[src/rtl/raster_tracker_pkg.sv]
// Shared screen geometry and tracker state encoding.
package raster_tracker_pkg;

    localparam int WIDTH  = 20;
    localparam int HEIGHT = 10;
    localparam int X_BITS = $clog2(WIDTH);
    localparam int Y_BITS = $clog2(HEIGHT);

    typedef enum logic {
        SYNC = 1'b0,
        SCAN = 1'b1
    } state_t;

endpackage

[src/rtl/raster_tracker_if.sv]
// Pixel stream in, frame bounding box out.
import raster_tracker_pkg::*;

interface raster_tracker_if #(
    parameter int XB = X_BITS,
    parameter int YB = Y_BITS
);
    logic              signal;
    logic              move;
    logic signed [YB:0] top;
    logic signed [YB:0] bottom;
    logic signed [XB:0] left;
    logic signed [XB:0] right;
    logic              valid;
    logic              empty;
    logic              overrun;

    modport master (
        output signal, move,
        input  top, bottom, left, right, valid, empty, overrun
    );

    modport slave (
        input  signal, move,
        output top, bottom, left, right, valid, empty, overrun
    );
endinterface

[src/rtl/raster_tracker_counter.sv]
// Column/row raster position counter with frame terminal-count flag.
import raster_tracker_pkg::*;

module raster_counter #(
    parameter int width  = WIDTH,
    parameter int height = HEIGHT,
    localparam int xBits = $clog2(width),
    localparam int yBits = $clog2(height)
) (
    input  logic             clock,
    input  logic             reset,
    input  logic             i_en,
    input  logic             i_clear,
    output logic [xBits-1:0] o_col,
    output logic [yBits-1:0] o_row,
    output logic             o_tc
);

    localparam logic [xBits-1:0] COL_LAST = xBits'(width - 1);
    localparam logic [yBits-1:0] ROW_LAST = yBits'(height - 1);

    logic [xBits-1:0] r_col;
    logic [yBits-1:0] r_row;

    always_ff @(posedge clock or posedge reset) begin
        if (reset) begin
            r_col <= '0;
            r_row <= '0;
        end else if (i_clear) begin
            r_col <= '0;
            r_row <= '0;
        end else if (i_en) begin
            if (r_col == COL_LAST) begin
                r_col <= '0;
                r_row <= (r_row == ROW_LAST) ? '0 : r_row + 1'b1;
            end else begin
                r_col <= r_col + 1'b1;
            end
        end
    end

    assign o_col = r_col;
    assign o_row = r_row;
    assign o_tc  = (r_col == COL_LAST) && (r_row == ROW_LAST);

endmodule

[src/rtl/raster_tracker.sv]
// Tracks the bounding box of lit pixels per frame and publishes it on each
// end-of-frame strobe once the raster has been synchronised.
import raster_tracker_pkg::*;

module raster_tracker #(
    parameter int width  = WIDTH,
    parameter int height = HEIGHT
) (
    input logic             clock,
    input logic             reset,
    raster_tracker_if.slave bus
);

    localparam int xBits = $clog2(width);
    localparam int yBits = $clog2(height);

    localparam logic signed [yBits:0] ROW_SENT = (yBits+1)'(height);
    localparam logic signed [xBits:0] COL_SENT = (xBits+1)'(width);
    localparam logic signed [yBits:0] ROW_NONE = {(yBits+1){1'b1}};
    localparam logic signed [xBits:0] COL_NONE = {(xBits+1){1'b1}};

    state_t                  r_state;
    logic signed [yBits:0]   r_min_row, r_max_row;
    logic signed [xBits:0]   r_min_col, r_max_col;
    logic                    r_lit;
    logic signed [yBits:0]   r_top, r_bottom;
    logic signed [xBits:0]   r_left, r_right;
    logic                    r_valid, r_empty, r_overrun;

    logic [xBits-1:0]        w_col;
    logic [yBits-1:0]        w_row;
    logic                    w_tc;
    logic                    w_scan;
    logic signed [yBits:0]   w_row_s;
    logic signed [xBits:0]   w_col_s;
    logic signed [yBits:0]   w_min_row, w_max_row;
    logic signed [xBits:0]   w_min_col, w_max_col;
    logic                    w_lit;

    assign w_scan = (r_state == SCAN);

    raster_counter #(
        .width (width),
        .height(height)
    ) u_counter (
        .clock  (clock),
        .reset  (reset),
        .i_en   (w_scan),
        .i_clear(bus.move),
        .o_col  (w_col),
        .o_row  (w_row),
        .o_tc   (w_tc)
    );

    assign w_row_s = $signed({1'b0, w_row});
    assign w_col_s = $signed({1'b0, w_col});

    // Accumulator values including the pixel on the current clock.
    always_comb begin
        w_min_row = r_min_row;
        w_max_row = r_max_row;
        w_min_col = r_min_col;
        w_max_col = r_max_col;
        w_lit     = r_lit;
        if (bus.signal) begin
            if (w_row_s < r_min_row) w_min_row = w_row_s;
            if (w_row_s > r_max_row) w_max_row = w_row_s;
            if (w_col_s < r_min_col) w_min_col = w_col_s;
            if (w_col_s > r_max_col) w_max_col = w_col_s;
            w_lit = 1'b1;
        end
    end

    always_ff @(posedge clock or posedge reset) begin
        if (reset) begin
            r_state   <= SYNC;
            r_min_row <= ROW_SENT;
            r_max_row <= ROW_NONE;
            r_min_col <= COL_SENT;
            r_max_col <= COL_NONE;
            r_lit     <= 1'b0;
            r_top     <= '0;
            r_bottom  <= '0;
            r_left    <= '0;
            r_right   <= '0;
            r_empty   <= 1'b1;
            r_valid   <= 1'b0;
            r_overrun <= 1'b0;
        end else begin
            r_valid   <= 1'b0;
            r_overrun <= 1'b0;
            case (r_state)
                SYNC: begin
                    if (bus.move) r_state <= SCAN;
                end
                SCAN: begin
                    if (bus.move) begin
                        r_valid <= 1'b1;
                        r_empty <= ~w_lit;
                        // An empty frame keeps the previously published box.
                        if (w_lit) begin
                            r_top    <= w_min_row;
                            r_bottom <= w_max_row;
                            r_left   <= w_min_col;
                            r_right  <= w_max_col;
                        end
                        r_min_row <= ROW_SENT;
                        r_max_row <= ROW_NONE;
                        r_min_col <= COL_SENT;
                        r_max_col <= COL_NONE;
                        r_lit     <= 1'b0;
                    end else begin
                        r_min_row <= w_min_row;
                        r_max_row <= w_max_row;
                        r_min_col <= w_min_col;
                        r_max_col <= w_max_col;
                        r_lit     <= w_lit;
                        if (w_tc) r_overrun <= 1'b1;
                    end
                end
                default: r_state <= SYNC;
            endcase
        end
    end

    assign bus.top     = r_top;
    assign bus.bottom  = r_bottom;
    assign bus.left    = r_left;
    assign bus.right   = r_right;
    assign bus.valid   = r_valid;
    assign bus.empty   = r_empty;
    assign bus.overrun = r_overrun;

endmodule

[src/flat_wrapper.sv]
// flat-port wrapper written by rule: the top's interface ports become plain ports
module raster_tracker_flat 
#(
    parameter int width  = WIDTH,
    parameter int height = HEIGHT
)
  (clock, reset, bus_signal, bus_move, bus_top, bus_bottom, bus_left, bus_right, bus_valid, bus_empty, bus_overrun);
  raster_tracker_if #(.XB(5), .YB(4)) bus_i ();
  input logic clock;
  input logic reset;
  input wire logic [$bits(bus_i.signal)-1:0] bus_signal;
  input wire logic [$bits(bus_i.move)-1:0] bus_move;
  output wire logic [$bits(bus_i.top)-1:0] bus_top;
  output wire logic [$bits(bus_i.bottom)-1:0] bus_bottom;
  output wire logic [$bits(bus_i.left)-1:0] bus_left;
  output wire logic [$bits(bus_i.right)-1:0] bus_right;
  output wire logic [$bits(bus_i.valid)-1:0] bus_valid;
  output wire logic [$bits(bus_i.empty)-1:0] bus_empty;
  output wire logic [$bits(bus_i.overrun)-1:0] bus_overrun;
  assign bus_i.signal = bus_signal;
  assign bus_i.move = bus_move;
  assign bus_top = bus_i.top;
  assign bus_bottom = bus_i.bottom;
  assign bus_left = bus_i.left;
  assign bus_right = bus_i.right;
  assign bus_valid = bus_i.valid;
  assign bus_empty = bus_i.empty;
  assign bus_overrun = bus_i.overrun;
  raster_tracker #(.width(width), .height(height)) u_core (.clock(clock), .reset(reset), .bus(bus_i));
endmodule
[config.mk]
export PLATFORM = sky130hd
export DESIGN_NAME = raster_tracker_flat
export DESIGN_NICKNAME = d
export VERILOG_FILES = /design/src/rtl/raster_tracker_pkg.sv /design/src/rtl/raster_tracker_if.sv /design/src/rtl/raster_tracker_counter.sv /design/src/rtl/raster_tracker.sv /design/src/flat_wrapper.sv
export SDC_FILE = /design/constraint.sdc
export NUM_CORES = 1
export LEC_CHECK = 0
export CAP_MARGIN = 40
export CELL_PAD_IN_SITES_DETAIL_PLACEMENT = 0
export CELL_PAD_IN_SITES_GLOBAL_PLACEMENT = 1
export CORE_MARGIN = 2
export CORE_UTILIZATION = 42
export CTS_BUF_LIST = sky130_fd_sc_hd__clkbuf_4
export CTS_CLUSTER_DIAMETER = 60
export DETAILED_ROUTE_END_ITERATION = 12
export PLACE_DENSITY_LB_ADDON = 0.1
export SLEW_MARGIN = 20
export SYNTH_ARGS = -nofsm -noshare
export SYNTH_HDL_FRONTEND = slang
export SYNTH_SLANG_ARGS = --single-unit
[constraint.sdc]
create_clock -name clock -period 2.49 [get_ports clock]
set_input_delay 0.249 -clock clock [delete_from_list [all_inputs] [get_ports clock]]
set_output_delay 0.249 -clock clock [all_outputs]
set_load 0.02 [all_outputs]
Yosys cells after proc, flatten, opt, wreduce, memory -nomap -nowiden
Cells that the tools add are included.

operators by class
  $add $sub $neg = 2
  equal/unequal tests = 2
  order comparisons = 4
  bitwise logic cells = 1
  reduce and logical (&&, ||, !) cells = 6
  muxes and demuxes = 27

operators by type and width
  kind                                                           count
  5-bit 2-to-1 mux                                               9
  6-bit 2-to-1 mux                                               6
  4-bit 2-to-1 mux                                               4
  1-bit 2-to-1 mux                                               8
  6-bit greater-than comparator                                  1
  6-bit < comparator                                             1
  5-bit by 1-bit adder with 5-bit output, second input constant  1
  5-bit == test, second input constant                           1
  5-bit greater-than comparator                                  1
  5-bit < comparator                                             1
  4-bit by 1-bit adder with 4-bit output, second input constant  1
  4-bit == test, second input constant                           1
  2-bit AND reduction                                            2
  2-bit nonzero test                                             2
  3-bit AND reduction                                            1
  1-bit logical AND                                              1
  1-bit inverter                                                 1

storage, ports and cells
  word-level logic and storage cells = 57
  register bits after elaboration = 58
  input bits = 4

Longest topological paths before layout
Gate-level depths: netlist (run 1).

  depth after elaboration = 5
  gate-level depth with buffers = 12
  depth with buffers taken out = 12

Modules after synthesis
A second synthesis (run 1) with hierarchy kept.

second synthesis, totals
  cell total of the unflattened synthesis = 295
  area total of the unflattened synthesis = 3118.0 sq um

modules (own cells, without submodules)
  module          area each (sq um)  instances  cells each
  raster_tracker  2576.2             1          242
  raster_counter  541.8              1          53

Least setup slack after synthesis (run 1)
Ideal clock, no wire load.

  path kind = reg2reg
  from = reg u_core.r_min_row[1]
  to = reg u_core.r_min_row[0]
  setup slack = 101 ps
  stages on the path, launching flop included = 12
  arrival = 2323 ps
  buffers on the path = 1
  cell sequence = dfstp_2 -> inv_1 -> ha_1 -> a21o_1 -> a21o_1 -> a21oi_1 -> or2_2 -> ha_1 -> and2_1 -> clkbuf_1 -> o21ai_0 -> a22o_1

on the way
  cells in the longest elaborated chain, start to end = 4

ends and longest elaborated chain
  element                   RTL line               text
  start: declaration        raster_tracker.sv:23   logic signed [yBits:0] r_min_row, r_max_row;
  start signal: assignment  raster_tracker.sv:113  r_min_row <= w_min_row;
  5-bit < comparator        raster_tracker.sv:66   if (w_row_s < r_min_row) w_min_row = w_row_s;
  5-bit 2-to-1 mux          raster_tracker.sv:66
  5-bit 2-to-1 mux          raster_tracker.sv:65   if (bus.signal) begin
  5-bit 2-to-1 mux          raster_tracker.sv:97   if (bus.move) begin

Every way passes these cells.
A chain may end at the register's enable or synchronous reset.

Worst setup path after layout (run 1)
  from = reg u_core.r_min_row[1]
  to = reg u_core.r_min_row[2]

The elaborated chain is that of the path after synthesis.

==> reports/results.ini, run 1 <==
[sta]
fin_worst_skew_ns=0.0116
slew_headroom_pct=69.1
hold_violations=0
finalSetupViolations=0
rsz0062_at_grt=yes
period_share_pct=95.0
setup_ws_ns=0.124
tightestPinTransition_ns=0.464
slew_violations=0
period_needed_ns=2.37
hold-worst-slack_ns=0.214
max_freq_ghz=0.423

[finish]
postLayoutCellArea_sq_mm=0.00372
nets=380
syn2layout_area_growth_pct=20.5
diodes=0
post-route-util_pct=51.9
nFillCells=691
drive_gt1_share_pct=18.1

[logic_synthesis]
ys_types=45
synth_warnings=0
synthCells=313
synth_compound_area_share_pct=16.2
ys_seq_area_share_pct=47.6
syn_area_sq_mm=0.00309
synth_area_per_cell_sq_um=9.87
synth-seq-cells=58
synth_mux_area_share_pct=7.17
synth_edf_count=0
yosys.area_share.xor_xnor_pct=0.284
async_reset_ff_share_pct=100
ys.flop_type=dfrtp_1
synth_fa_ha_area_share_pct=8.51
yosys.area_share.simple_pct=14.8
synth_top_family_by_area=compound AO/OA/AOI/OAI gates
syn_nets=338

[cts]
hold_buffers=0
cts_root_buf=clkbuf_4
clkLatencyLatePin_ns=0.40
cts_sinks=58
htreeDepth=3
cts_tree=yes
clkTransAtPathRegs_ns=0.10
numCtsBuffers=9
clk_path_buf_depth=2
cts_resized=1
postCtsSetupBuffers=0

[routing]
vias=2350
routedWlPerCell_um=15.3
via_per_inst=5.12
drtPass1Iterations=4
route.detailed.drc=0
ant_nets=0
drt-initial-drc-count=119
routed_wl_um=7010

[critical_path]
cp.required_ns=2.82
r2r_setup_slack_ns=0.12
cp_num_buf_inv=1
criticalPathCategory=register to register
crit_arrival_ns=2.70
slowest_stage=dfstp_2
r2r_cells=10
worstPathCellList=inv_1 -> ha_1 -> a21o_1 -> a21o_1 -> a21oi_1 -> or2_2 -> ha_1 -> and2_1 -> o21ai_1 -> a22o_1
crit_family=compound AO/OA/AOI/OAI gates
cp-start-kind=register
rr_startpoint=u_core.r_min_row[1]
critical_path.max_stage_delay_ns=0.53
end_kind=register
worstPathMaxFanout=4
r2r-end=u_core.r_min_row[2]

[placement]
place_area_sq_mm=0.00358
dp_hpwl_um=4910
portBuffers=28
place_congestion=0.830
dp_slack_ns=0.00734

[power_and_ir_drop]
leakage_nw=1.73
power_mw=2.21
power.density_mw_per_mm2=593
ir_drop_uv=239

[floorplan]
ios=29
coreArea_sq_mm=0.00718
row_count=31
start_util_pct=43.0
die_w_um=89.7
die_h_um=89.7
die_area_sq_mm=0.00805

[outcome]
outcome=finished, final reports clean

[worst_hold_path]
hp-class=input port to async pin

[grt]
grt.total_usage_pct=18.7
grt_max_degree=59
grt_pass1_wl_um=11900
grt_pass1_vias=2251
antenna_found_initial=0
overflow=0

[job]
cap_violations=0

[cells in the final DEF, fill, tap and decap left out, types with 2 or more instances in the layout]
cell type,instances
dfrtp_1,42
a31oi_2,2
dfstp_2,16
a211oi_1,3
a22oi_1,4
nor3_1,12
mux2i_1,20
nand2b_1,5
nor2b_1,3
clkinv_2,4
clkdlybuf4s50_1,28
nor2_1,20
a22o_1,4
and2_1,2
clkbuf_4,10
nand2_2,2
a221oi_1,4
a21o_1,2
o21ai_0,29
nand3_1,5
nand2_1,34
buf_4,19
o22ai_1,2
ha_1,21
inv_1,22
a21oi_1,11
or2_2,3
o21a_1,4
o22a_1,4
nor3b_1,2
[how the worst max path moves through the flow]
stage | startpoint | end | slack, ns | cells after the start
after global routing | u_core.r_min_col[2] | u_core.r_min_col[0] | -0.001 | 10
after global placement | u_core.r_min_row[1] | u_core.r_min_row[0] | 0.04 | 10
after CTS | u_core.r_min_col[2] | u_core.r_min_col[3] | 0.08 | 10
after floorplan | u_core.r_min_row[1] | u_core.r_min_row[0] | 0.10 | 11
final | u_core.r_min_row[1] | u_core.r_min_row[2] | 0.12 | 10
after detailed placement | u_core.r_min_row[1] | u_core.r_min_row[2] | 0.007 | 10
[routing by layer]
metal  track usage [%]  up-vias  share of wire [%]
met3              5.20        9                3.4
met1              29.1     1120                 54
met5                 0        -                  0
met4              5.77        0                1.4
met2              25.2       43                 41
li1                  -     1178                  -
[Yosys cell counts (4+ instances only)]
library cell	count	area [sq um]
nand3_1	5	25.0
nor3_1	12	60.1
o22a_1	4	35.0
a22o_1	4	35.0
ha_1	21	263
inv_1	23	86.3
nand2_1	36	135
o21a_1	4	30.0
nor2_1	20	75.1
clkbuf_1	11	41.3
a221oi_1	4	35.0
a21oi_1	11	55.1
dfstp_2	16	420
dfrtp_1	42	1050
a22oi_1	4	30.0
nand2b_1	5	31.3
o21ai_0	30	150
mux2i_1	21	210
[registers in the layout, summed over array words and instances, names as in the netlist, 4 cells and up]
register                cells
u_core.bus.left             6
u_core.bus.bottom           5
u_core.r_min_row            5
u_core.u_counter.o_row      4
u_core.r_max_row            5
u_core.u_counter.o_col      5
u_core.bus.top              5
u_core.r_max_col            6
u_core.r_min_col            6
u_core.bus.right            6
[power by group]
part / switching [mW] / leakage (nW) / internal (mW) / total, mW
Clock: 0.359 / 0.0759 / 0.310 / 0.669
Combinational: 0.249 / 0.933 / 0.203 / 0.452
Sequential: 0.0494 / 0.718 / 1.04 / 1.09
[worst reg2reg max path, cell delays in order, from the launching register on]
cell	delay (ns)
dfstp_2	0.53
inv_1	0.05
ha_1	0.27
a21o_1	0.10
a21o_1	0.11
a21oi_1	0.06
or2_2	0.27
ha_1	0.28
and2_1	0.15
o21ai_1	0.30
a22o_1	0.19
[final cells by class]
type / instances / area, sq um / area share, %
multi-input cells: 215 / 1460 / 39.3
well taps: 99 / 124 / 3.33
repair buffers: 48 / 443 / 11.9
inverters: 23 / 86.3 / 2.32
flip-flops and latches: 58 / 1470 / 39.5
clock buffers: 10 / 75.1 / 2.02
clock inverters: 6 / 57.6 / 1.55
[logic make-up after synthesis]
group / Yosys count
XOR/XNOR: 1
adder cells (fa/ha/maj): 21
flip-flops: 58
buffers and inverters: 40
AND/OR/NAND/NOR: 94
AO/OA/AOI/OAI: 77
multiplexers: 22
[per-stage QoR]
stage               std cells  TNS (ns)
global placement          443         0
CTS                       459         0
floorplan                 313         0
global route              459  -0.00140
finish                    459         0
detailed placement        443         0
No activity file was read; power rests on OpenSTA's default activity.
==> inputs of run 2 (changes only) <==
--- a/config.mk
+++ b/config.mk
@@ -5,13 +5,14 @@
 export SDC_FILE = /design/constraint.sdc
 export NUM_CORES = 1
 export LEC_CHECK = 0
+export ABC_AREA = 1
 export CAP_MARGIN = 40
 export CELL_PAD_IN_SITES_DETAIL_PLACEMENT = 0
 export CELL_PAD_IN_SITES_GLOBAL_PLACEMENT = 1
+export CORE_ASPECT_RATIO = 1.1
 export CORE_MARGIN = 2
-export CORE_UTILIZATION = 42
+export CORE_UTILIZATION = 40
 export CTS_BUF_LIST = sky130_fd_sc_hd__clkbuf_4
-export CTS_CLUSTER_DIAMETER = 60
 export DETAILED_ROUTE_END_ITERATION = 12
 export PLACE_DENSITY_LB_ADDON = 0.1
 export SLEW_MARGIN = 20
==> run 2 against run 1 <==
- combinational power rose by 2%
- flip-flop and latch count unchanged
- sequential power hardly changed
- worst setup slack gained 0.17 ns
- non-clock buffer count decreased by 6
- register-to-register slack gained 0.17 ns
- routed wire length down 6.4%
- critical path depth unchanged
- maximum frequency grew 8.0%
- critical endpoint unchanged
- highest routed layer unchanged
==> reports/results.ini, run 2 <==
[logic_synthesis]
ys.flop_type=dfrtp_1
synth_compound_area_share_pct=13.4  ; -2.8 points
synth_fa_ha_area_share_pct=8.59  ; +0.080 points
synthMostInstantiatedCell=nand2_1
async_reset_ff_share_pct=100  ; unchanged
synthTopCellsByArea=dfrtp_1, dfstp_2, nand2_1
synth_mux_area_share_pct=0  ; -7.2 points
syn_area_sq_mm=0.00306  ; -0.93%
synth_warnings=0  ; unchanged
yosys.area_share.simple_pct=19.1  ; +4.3 points
synth_edf_count=0  ; unchanged
ys_types=32  ; -29%
synth_area_per_cell_sq_um=8.47  ; -14%
synth-seq-cells=58  ; unchanged
yosys.area_share.xor_xnor_pct=0.859  ; +0.58 points
ys_seq_area_share_pct=48.1  ; +0.45 points
synth.largest_area_cell=dfrtp_1
ys_top_cells_by_count=nand2_1, inv_1, dfrtp_1, o21ai_0, nand3_1
netlist.area_leader.share_pct=34.4  ; +0.32 points
synth_top_family_by_area=simple AND/OR/NAND/NOR gates
syn_nets=386  ; +14%
synthCells=361  ; +15%

[finish]
syn2layout_area_growth_pct=19.3
fin_cells=497  ; +8.3%
post-route-util_pct=49.1  ; -2.8 points
nFillCells=730  ; +5.6%
final_common_cell=nand2_1
nets=430  ; +13%
drive_gt1_share_pct=13.9  ; -4.2 points
diodes=0  ; unchanged
final_cell_mix=nand2_1, inv_1, dfrtp_1

[floorplan]
die_area_sq_mm=0.00836  ; +3.8%
row_count=33  ; +6.5%
coreArea_sq_mm=0.00743  ; +3.6%
start_util_pct=41.2  ; -1.9 points
die_h_um=95.7  ; +6.7%
ios=29  ; unchanged
die_w_um=87.4  ; -2.6%

[cts]
htreeDepth=3  ; unchanged
cts_tree=yes
numCtsBuffers=9  ; unchanged
cts_sinks=58  ; unchanged
cts_resized=0  ; -1
clk_path_buf_depth=2  ; unchanged
hold_buffers=0  ; unchanged
clkLatencyLatePin_ns=0.41  ; about the same
cts_root_buf=clkbuf_4
postCtsSetupBuffers=0  ; unchanged
clkTransAtPathRegs_ns=0.10  ; about the same

[critical_path]
critical_path.max_stage_delay_ns=0.55  ; +0.02 ns
cp-start-kind=register
crit_top_cell=o21ai_0
crit_family=compound AO/OA/AOI/OAI gates
criticalPathCategory=register to register
r2r_setup_slack_ns=0.30  ; +0.17 ns
slowest_stage=dfstp_2
cp_num_buf_inv=1  ; unchanged
worstPathCellList=inv_1 -> ha_1 -> o21ai_0 -> a21boi_0 -> o21a_1 -> o21ai_0 -> ha_1 -> nand2_1 -> o21ai_0 -> o22ai_1
cp.required_ns=2.77  ; -0.05 ns
end_kind=register
worstPathMaxFanout=8  ; +4
rr_startpoint=u_core.r_min_row[1]
r2r-end=u_core.r_min_row[2]
crit_arrival_ns=2.47  ; -0.23 ns
r2r_cells=10  ; unchanged

[grt]
grt_pass1_wl_um=11100  ; -7.1%
grt.total_usage_pct=17.4  ; -1.4 points
grt_max_degree=59  ; unchanged
antenna_found_initial=0  ; unchanged
grt_pass1_vias=2307  ; +2.5%
overflow=0  ; unchanged

[sta]
hold_violations=0  ; unchanged
rsz0062_at_grt=no
finalSetupViolations=0  ; unchanged
tightestPinTransition_ns=0.398  ; -0.0657 ns
period_share_pct=88.0  ; -7.0 points
tns_ns=0  ; unchanged
slew_violations=0  ; unchanged
slew_headroom_pct=73.4  ; +4.4 points
max_freq_ghz=0.456  ; +8.0%
period_needed_ns=2.19  ; -0.175 ns
fin_worst_skew_ns=0.0209  ; +0.00922 ns

[power_and_ir_drop]
combPwrFrac_pct=20.6  ; about the same
power.internal_mw=1.58  ; +1.6%
switchingPower_mw=0.671  ; +2.1%
ir_drop_uv=299  ; +25%
seqPwrFrac_pct=48.8  ; -0.4 points
leakage_nw=1.85  ; +6.9%
power.density_mw_per_mm2=616  ; +3.8%
swShare_pct=29.9  ; +0.10 points
clockPowerShare_pct=30.6  ; +0.3 points

[routing]
drt-initial-drc-count=80  ; -33%
ant_nets=0  ; unchanged
via_per_inst=4.87  ; -4.9%
drtPass1Iterations=4  ; unchanged
vias=2420  ; +3.0%
routedWlPerCell_um=13.2  ; -14%
routed_wl_um=6560  ; -6.4%
route.detailed.drc=0  ; unchanged

[placement]
dp_hpwl_um=4580  ; -6.6%
dp.cells=481  ; +8.6%
place_congestion=0.814  ; -2.0%
portBuffers=28  ; unchanged

[worst_hold_path]
hp-class=input port to async pin

[job]
cap_violations=0  ; unchanged

[outcome]
outcome=finished, final reports clean

[run 2: changes by cell type after synthesis, sizes merged, moves of 10 or more]
cell / delta
mux2i: -21
nor3: -11
clkbuf: -10
nand2: +55
o22ai: +10
inv: +43
nand3: +16
[run 2: worst max-delay path by stage]
stage,start,end,slack [ns],cells past startpoint
after CTS,u_core.r_min_row[1],u_core.r_min_row[3],0.30,11
after detailed placement,u_core.r_min_row[1],u_core.r_min_row[2],0.32,10
after global placement,u_core.r_min_row[1],u_core.r_min_row[2],0.36,10
after floorplan,u_core.r_min_row[1],u_core.bus.top[0],0.50,11
final,u_core.r_min_row[1],u_core.r_min_row[2],0.30,10
after global routing,u_core.r_min_row[1],u_core.bus.top[0],0.06,11
[run 2: worst reg2reg max path, cell delays in order (launching register included)]
cell and delay (ns):
dfstp_2 0.55, inv_1 0.04, ha_1 0.25, o21ai_0 0.06, a21boi_0 0.15, o21a_1 0.12, o21ai_0 0.07, ha_1 0.27
nand2_1 0.16, o21ai_0 0.28, o22ai_1 0.10
[run 2: stage by stage]
step / area [sq um] / power [mW] / worst slack (ns) / hold WS (ns)
final: 3650 / 2.25 / 0.298 / 0.201
after global routing: 3650 / 2.38 / 0.0610 / 0.214
after CTS: 3650 / 2.28 / 0.299 / 0.207
after detailed placement: 3510 / 1.58 / 0.320 / 0.465
after global placement: 3510 / 1.58 / 0.363 / 0.461
after floorplan: 3060 / 1.39 / 0.504 / 0.406
[run 2: area by class of cell]
class	instances	area [sq um]	share of cell area, %
repair buffers	42	398	10.9
well taps	87	109	2.98
inverters	66	250	6.86
clock inverters	4	45.0	1.23
flip-flops and latches	58	1470	40.3
clock buffers	12	90.1	2.47
multi-input cells	228	1280	35.2
[run 2: power groups by stage]
stage / Clock, mW / Sequential [mW] / Combinational (mW)
final: 0.688 / 1.10 / 0.462
after global routing: 0.746 / 1.11 / 0.522
after CTS: 0.709 / 1.10 / 0.470
after detailed placement: 0 / 1.11 / 0.469
after global placement: 0 / 1.11 / 0.467
after floorplan: 0 / 1.18 / 0.210
[run 2: per-layer routing]
layer	GRT usage [%]	wire [um]	vias to the layer above	share of wire, %
li1	-	-	1265	-
met1	23.6	3330	1118	51
met2	27.2	2970	28	45
met3	3.09	137	9	2.1
met4	7.69	128	0	2.0
met5	0	0	-	0
[run 2: cells by family after synthesis]
kind of cell               count (synthesis)
AOI/OAI and AO/OA                         67
adders and majority gates                 21
buffers and inverters                     75
DFF                                       58
and+or+nand+nor                          137
xor gates and xnor gates                   3
==> inputs of run 3 (changes only) <==
--- a/config.mk
+++ b/config.mk
@@ -12,7 +12,7 @@
 export CORE_ASPECT_RATIO = 1.1
 export CORE_MARGIN = 2
 export CORE_UTILIZATION = 40
-export CTS_BUF_LIST = sky130_fd_sc_hd__clkbuf_4
+export CTS_BUF_LIST = sky130_fd_sc_hd__clkbuf_4 sky130_fd_sc_hd__clkbuf_8
 export DETAILED_ROUTE_END_ITERATION = 12
 export PLACE_DENSITY_LB_ADDON = 0.1
 export SLEW_MARGIN = 20
==> run 3 against run 2 <==
- first-iteration DRC count is 2.5% lower
- count of clock-buffer cells in the layout stayed put
- die area stayed put
==> reports/results.ini, run 3 (synthesis gave the netlist of run 2 again) <==
[routing]
route.detailed.drc=0  ; unchanged
ant_nets=0  ; unchanged
routed_wl_um=6590  ; +0.50%
routedWlPerCell_um=13.3  ; +0.50%
drt-initial-drc-count=78  ; -2.5%
vias=2442  ; +0.91%
via_per_inst=4.91  ; +0.91%
drtPass1Iterations=4  ; unchanged

[grt]
grt.total_usage_pct=17.6  ; +0.17 points
grt_pass1_wl_um=11100  ; -0.13%
antenna_found_initial=0  ; unchanged
grt_max_degree=59  ; unchanged
grt_pass1_vias=2314  ; +0.30%
overflow=0  ; unchanged

[sta]
finalSetupViolations=0  ; unchanged
period_share_pct=88.0  ; about the same
max_freq_ghz=0.457  ; about the same
setup_ws_ns=0.300  ; +0.00123 ns
hold_violations=0  ; unchanged
tns_ns=0  ; unchanged
fin_worst_skew_ns=0.0152  ; -0.00562 ns
period_needed_ns=2.19  ; -0.00123 ns
tightestPinTransition_ns=0.395  ; -0.00308 ns
slew_headroom_pct=73.6  ; +0.21 points
rsz0062_at_grt=no
slew_violations=0  ; unchanged

[cts]
hold_buffers=0  ; unchanged
clkTransAtPathRegs_ns=0.07  ; -0.03 ns
cts_tree=yes
cts_sinks=58  ; unchanged
cts_root_buf=clkbuf_8
htreeDepth=3  ; unchanged
clkLatencyLatePin_ns=0.34  ; -0.07 ns
clk_path_buf_depth=2  ; unchanged
cts_resized=0  ; unchanged
numCtsBuffers=9  ; unchanged
postCtsSetupBuffers=0  ; unchanged

[floorplan]
die_w_um=87.4  ; unchanged
die_area_sq_mm=0.00836  ; unchanged
start_util_pct=41.2  ; unchanged
die_h_um=95.7  ; unchanged
coreArea_sq_mm=0.00743  ; unchanged
ios=29  ; unchanged
row_count=33  ; unchanged

[finish]
final_common_cell=nand2_1
drive_gt1_share_pct=13.9  ; unchanged
nets=430  ; unchanged
postLayoutCellArea_sq_mm=0.00370  ; +1.5%
syn2layout_area_growth_pct=21.1
final_cell_mix=nand2_1, inv_1, dfrtp_1
fin_cells=497  ; unchanged
diodes=0  ; unchanged

[power_and_ir_drop]
combPwrFrac_pct=19.1  ; -1.5 points
power.density_mw_per_mm2=653  ; +6.1%
switchingPower_mw=0.688  ; +2.5%
power.internal_mw=1.73  ; +9.9%
leakage_nw=1.87  ; +1.3%
seqPwrFrac_pct=45.4  ; -3.4 points
swShare_pct=28.4  ; -1.4 points
ir_drop_uv=329  ; +10%
clockPowerShare_pct=35.5  ; +4.9 points

[critical_path]
cp.required_ns=2.78  ; about the same
worstPathMaxFanout=8  ; unchanged
crit_arrival_ns=2.48  ; about the same
end_kind=register
r2r_setup_slack_ns=0.30  ; about the same
criticalPathCategory=register to register
cp-start-kind=register

[placement]
place_area_sq_mm=0.00351  ; unchanged
dp_hpwl_um=4580  ; unchanged
portBuffers=28  ; unchanged
dp_slack_ns=0.320  ; unchanged
place_congestion=0.814  ; unchanged
dp.cells=481  ; unchanged

[job]
cap_violations=0  ; unchanged

[outcome]
outcome=finished, final reports clean

[worst_hold_path]
hp-class=input port to async pin

## run 3: changes by cell type in the layout (fill, tap and decap cells not counted)
cell / change
clkbuf_4: -9
clkbuf_8: +9
## run 3: worst max-delay path, stage by stage (launching register included)
cell	delay, ns
dfstp_2	0.54
inv_1	0.04
ha_1	0.25
o21ai_0	0.06
a21boi_0	0.15
o21a_1	0.12
o21ai_0	0.07
ha_1	0.27
nand2_1	0.16
o21ai_0	0.28
o22ai_1	0.11
inv_1	0.08
## run 3: cell type report
cell class	count	area [sq um]
clock inverter	4	45.0
sequential	58	1470
inverter	66	250
clock buffer	12	146
fill	727	3730
tap	87	109
timing repair buffer	42	398
multi-input combinational	228	1280
## run 3: power groups by stage
stage / Clock (mW) / Sequential, mW / Combinational (mW)
after floorplan: 0 / 1.18 / 0.210
after global placement: 0 / 1.11 / 0.467
after detailed placement: 0 / 1.11 / 0.469
after CTS: 0.888 / 1.10 / 0.470
after global routing: 0.931 / 1.11 / 0.522
final: 0.859 / 1.10 / 0.462
## run 3: worst paths after layout
check,cells past startpoint,from,to
max,11,u_core.r_min_row[1],u_core.r_min_row[3]
min,3,reset,u_core.r_min_row[2]
max reg2reg,11,u_core.r_min_row[1],u_core.r_min_row[3]
min reg2reg,2,u_core.bus.bottom[2],u_core.bus.bottom[2]
max in group asynchronous,3,reset,u_core.r_max_col[1]
min in group clock,2,u_core.bus.bottom[2],u_core.bus.bottom[2]
## run 3: per-stage QoR
stage / util [%] / power [mW] / hold WS, ns
2_1_floorplan: - / 1.39 / 0.406
3_3_place_gp: 47.3 / 1.58 / 0.461
3_5_place_dp: 47.3 / 1.58 / 0.465
4_1_cts: 49.8 / 2.46 / 0.287
5_1_grt: 49.8 / 2.56 / 0.302
6_report: 49.8 / 2.42 / 0.277
## run 3: per-layer routing
layer	global-route usage (%)	vias up	share of wire [%]	routed length, um
li1	-	1265	-	-
met1	23.7	1138	51	3340
met2	26.8	27	45	2960
met3	3.09	12	1.9	128
met4	9.62	0	2.5	166
met5	0	-	0	0
